**src/rtl/mem_req_master.sv**
```systemverilog
// Command-FIFO fronted memory request master: queues host commands and issues
// them one at a time to a single-outstanding memory port with a response timeout.
module mem_req_master #(
    parameter int WIDTH      = 16,
    parameter int DEPTH      = 64,
    parameter int ADDR_WIDTH = $clog2(DEPTH),
    parameter int FIFO_DEPTH = 4,
    parameter int TIMEOUT    = 8
) (
    input  logic                  clk,
    input  logic                  rst,
    input  logic                  cmd_valid,
    output logic                  cmd_ready,
    input  logic                  cmd_wr_rd,
    input  logic [ADDR_WIDTH-1:0] cmd_addr,
    input  logic [WIDTH-1:0]      cmd_wdata,
    output logic                  mem_valid,
    output logic                  mem_wr_rd,
    output logic [ADDR_WIDTH-1:0] mem_addr,
    output logic [WIDTH-1:0]      mem_wdata,
    input  logic                  mem_ready,
    input  logic [WIDTH-1:0]      mem_rdata,
    output logic                  rsp_valid,
    output logic [WIDTH-1:0]      rsp_rdata,
    output logic                  wr_done,
    output logic                  err,
    output logic                  busy
);

    localparam int PW = $clog2(FIFO_DEPTH);
    localparam int CW = PW + 1;
    localparam int EW = 1 + ADDR_WIDTH + WIDTH;
    localparam int TW = $clog2(TIMEOUT + 1);

    typedef enum logic [1:0] {
        S_IDLE,
        S_ISSUE,
        S_WAIT
    } state_t;

    logic [EW-1:0] r_fifo [FIFO_DEPTH];
    logic [PW-1:0] r_wptr;
    logic [PW-1:0] r_rptr;
    logic [CW-1:0] r_count;
    state_t        r_state;
    logic [TW-1:0] r_tcnt;

    logic          w_full;
    logic          w_push;
    logic          w_pop;
    logic [EW-1:0] w_head;

    assign w_full    = (r_count == CW'(FIFO_DEPTH));
    assign cmd_ready = !w_full;
    assign w_push    = cmd_valid && !w_full;
    assign w_pop     = (r_state == S_IDLE) && (r_count != '0);
    assign w_head    = r_fifo[r_rptr];
    assign busy      = (r_state != S_IDLE) || (r_count != '0);

    // Storage needs no reset: occupancy and pointers alone define validity.
    always_ff @(posedge clk) begin
        if (w_push && !rst) begin
            r_fifo[r_wptr] <= {cmd_wr_rd, cmd_addr, cmd_wdata};
        end
    end

    always_ff @(posedge clk) begin
        if (rst) begin
            r_wptr    <= '0;
            r_rptr    <= '0;
            r_count   <= '0;
            r_state   <= S_IDLE;
            r_tcnt    <= '0;
            mem_valid <= 1'b0;
            mem_wr_rd <= 1'b0;
            mem_addr  <= '0;
            mem_wdata <= '0;
            rsp_valid <= 1'b0;
            rsp_rdata <= '0;
            wr_done   <= 1'b0;
            err       <= 1'b0;
        end else begin
            if (w_push) begin
                r_wptr <= r_wptr + PW'(1);
            end
            if (w_pop) begin
                r_rptr <= r_rptr + PW'(1);
            end
            case ({w_push, w_pop})
                2'b10:   r_count <= r_count + CW'(1);
                2'b01:   r_count <= r_count - CW'(1);
                default: r_count <= r_count;
            endcase

            rsp_valid <= 1'b0;
            wr_done   <= 1'b0;
            err       <= 1'b0;

            case (r_state)
                S_IDLE: begin
                    if (w_pop) begin
                        {mem_wr_rd, mem_addr, mem_wdata} <= w_head;
                        mem_valid <= 1'b1;
                        r_state   <= S_ISSUE;
                    end
                end
                S_ISSUE: begin
                    mem_valid <= 1'b0;
                    r_tcnt    <= '0;
                    r_state   <= S_WAIT;
                end
                S_WAIT: begin
                    if (mem_ready) begin
                        r_state <= S_IDLE;
                        if (mem_wr_rd) begin
                            wr_done <= 1'b1;
                        end else begin
                            rsp_valid <= 1'b1;
                            rsp_rdata <= mem_rdata;
                        end
                    end else if (r_tcnt == TW'(TIMEOUT - 1)) begin
                        // Give up on this command; it is not retried.
                        err     <= 1'b1;
                        r_state <= S_IDLE;
                    end else begin
                        r_tcnt <= r_tcnt + TW'(1);
                    end
                end
                default: begin
                    r_state <= S_IDLE;
                end
            endcase
        end
    end

endmodule

```
**config.mk**
```make
export PLATFORM = sky130hd
export DESIGN_NAME = mem_req_master
export DESIGN_NICKNAME = d
export VERILOG_FILES = /design/src/rtl/mem_req_master.sv
export SDC_FILE = /design/constraint.sdc
export NUM_CORES = 1
export LEC_CHECK = 0
export CORE_ASPECT_RATIO = 0.75
export CORE_UTILIZATION = 45
export DETAILED_ROUTE_END_ITERATION = 10
export PLACE_DENSITY = 0.71
export REMOVE_ABC_BUFFERS = 1
export SYNTH_ARGS = -nofsm -noshare
export SYNTH_HDL_FRONTEND = slang
export SYNTH_SLANG_ARGS = --single-unit
```
**constraint.sdc**
```tcl
create_clock -name clk -period 2.7 [get_ports clk]
set_clock_uncertainty 0.1 [all_clocks]
set_input_delay 0.405 -clock clk [delete_from_list [all_inputs] [get_ports clk]]
set_output_delay 0.405 -clock clk [all_outputs]
set_load 0.03 [all_outputs]
```
==> impl_metrics.json <==
{
  "status": "complete, no violations",
  "max-slew-margin-rel": 0.575,
  "path_clk_slew_ns": 0.06,
  "final_net_count": 493,
  "fp-row-count": 34,
  "antenna_cells": 0,
  "drt-initial-drc-count": 204,
  "synth_top_area_share": 0.502,
  "place_congestion": 0.707,
  "swShare": 0.293,
  "cts.path.max_buffers": 2,
  "hold-path-endpoint": "rsp_rdata[5]",
  "setup_viol": 0,
  "synth_top_cell_by_area": "edfxtp_1",
  "drc": 0,
  "critPathLaunchType": "flip-flop",
  "final.min_clock_period_ns": 2.55,
  "p_sw_mw": 2.15,
  "grt_pass1_wl_microns": 17500,
  "final_cell_mix": "edfxtp_1, clkdlybuf4s50_1, dfxtp_1",
  "ios": 88,
  "synth_area_leaders": "edfxtp_1, dfxtp_1, mux4_2",
  "io_buffer_count": 87,
  "wl_microns": 10900,
  "areaGrowthSynthToFinish_pct": 30.8,
  "cts_buffers": 17,
  "cts-root-buf": "clkbuf_16",
  "grt_pass1_vias": 3300,
  "path_max_fanout": 5,
  "rsz0062_at_grt": "false",
  "max_freq_mhz": 393,
  "drt_pass1_iterations": 4,
  "avgViaCountPerCell": 5.21,
  "antenna_found_initial": 0,
  "fill_cells": 890,
  "avgSynthCellArea_sq_um": 16.0,
  "reg2reg_slack_ns": 0.32,
  "static-leakage-power_nw": 2.42,
  "die_y_microns": 97.8,
  "internal-power_mw": 5.18,
  "hold_depth": 2,
  "layout_commonest_cell": "edfxtp_1",
  "insertion_delay_ns": 0.41,
  "ys_seq_area_frac": 0.705,
  "fin_crit_sh": 0.943,
  "syn_area_sq_um": 5510,
  "cp.required_ns": 2.19,
  "ant_nets": 0,
  "dp_hpwl_microns": 7020,
  "overflow": 0,
  "regToRegStartpoint": "r_count[0]",
  "finalMaxSlewViolations": 0,
  "combPwrFrac": 0.271,
  "final_cell_area_sq_um": 7200,
  "layout_setup_ws_ns": 0.154,
  "reg2regPathDepth": 8,
  "place_area_sq_um": 6590,
  "yosys_warnings": 0,
  "top_usage_layer": "met2",
  "ir_drop_mv": 0.608,
  "cts_tree": "yes",
  "seq_power_share": 0.400,
  "dp.cells": 586,
  "coreArea_sq_um": 11700,
  "p_clk_frac": 0.329,
  "initial_core_util": 0.469,
  "drive_gt1_frac": 0.156,
  "grtUsageMet2": 0.289,
  "pre_cts_slack_ns": 0.236,
  "tightest_slew_ns": 0.633,
  "cap_violations": 0,
  "fp.dieW_microns": 130,
  "synth_async_sr_flop_share": 0,
  "ys_ff_latch": 148,
  "synth_enable_flop_cells": 92,
  "min_path_type": "flip-flop to flip-flop",
  "wl_per_cell_microns": 17.7,
  "grt_max_degree": 36,
  "cts.sinks": 148,
  "worst_ep_arrival_time_ns": 2.04,
  "fin_setup_tns_ns": 0,
  "die-area_sq_um": 12700,
  "dr_total_vias": 3217,
  "gr-usage-met1": 0.249,
  "cts.htree.levels": 4,
  "p_per_area_nw_per_um2": 1020,
  "critical_path_class": "flip-flop to output port",
  "synth_ff_type": "edfxtp_1",
  "fin_cells": 618,
  "netlist-cell-type-count": 43,
  "synth_cells": 345,
  "hold_buffers": 0,
  "grt_use_met3": 0.0619,
  "hold_viol": 0,
  "end_kind": "output port",
  "worst_r2r_endpoint": "r_count[2]",
  "hp-start": "rsp_rdata[5]",
  "grt.total_usage": 0.189
}
## layer usage
metal	part of all wire	vias up
li1	-	1522
met4	0.016	0
met5	0	-
met1	0.45	1590
met2	0.47	87
met3	0.057	18
## flip-flops by register name, indices dropped and copies added, names as in the netlist
name and cells:
wr_done 1, r_fifo 92, r_tcnt 4, mem_valid 1, rsp_valid 1, r_state 2, mem_wr_rd 1, rsp_rdata 16
mem_wdata 16, err 1, r_rptr 2, mem_addr 6, r_count 3, r_wptr 2
## power groups by stage
stage               clock (mW)  sequential (mW)  combinational [mW]
detailed placement           0             2.98                2.00
global placement             0             2.96                1.96
global route              2.54             2.98                2.13
CTS                       2.45             2.94                2.01
finish                    2.41             2.93                1.99
floorplan                    0             3.31               0.847
## what timing repair did
action                                  CTS  global route
endpoints found under the setup margin    0             1
setup buffers                             0             0
resized for setup                         0             1
## final cells by class
cell class	instances	area [sq um]	area share
Sequential cell	148	3880	0.540
Multi-Input combinational cell	169	1480	0.205
Timing Repair Buffer	99	998	0.139
Clock buffer	19	443	0.0615
Tap cell	162	203	0.0281
Clock inverter	13	163	0.0226
Inverter	8	30.0	0.00417
## cell usage after synthesis, drive strengths merged (2+ instances only)
master / count
and2: 4
inv: 8
nand4bb: 2
nor3: 6
nand3: 5
a22o: 23
nand3b: 4
nor2: 8
ha: 6
edfxtp: 92
mux4: 23
buf: 13
or3: 2
a21oi: 25
o311ai: 2
clkbuf: 7
nand2: 36
or2b: 2
xor2: 2
dfxtp: 56
o21ai: 3
nor3b: 3
## metrics by stage
step | power [mW] | util | hold slack (ns)
after global placement | 4.92 | 0.561 | 0.342
after detailed placement | 4.98 | 0.561 | 0.349
after global routing | 7.66 | 0.613 | 0.377
after CTS | 7.40 | 0.613 | 0.355
final | 7.33 | 0.613 | 0.352
after floorplan | 4.16 | - | 0.374
## how the worst max path moves through the flow
stage	start	end	slack, ns
final	r_count[0]	busy	0.15
after global routing	r_count[0]	busy	0.04
after CTS	r_count[0]	busy	0.12
after detailed placement	r_count[2]	r_count[2]	0.24
after global placement	cmd_valid	r_count[2]	0.41
after floorplan	r_count[2]	r_count[2]	0.36
## worst max-delay path, cell delays in order, from the launching register on
cell and delay [ns]:
dfxtp_1 0.35, nor3_1 0.55, nand2_1 0.10, clkdlybuf4s50_1 0.63
## kinds of logic after synthesis
group	share of synthesized area
xor gates and xnor gates	0.00318
adders and majority gates	0.0173
AOI/OAI and AO/OA	0.0741
buffers and inverters	0.0268
muxes	0.0941
and+or+nand+nor	0.0791
DFF	0.705
(Power assumes the default switching activity.)
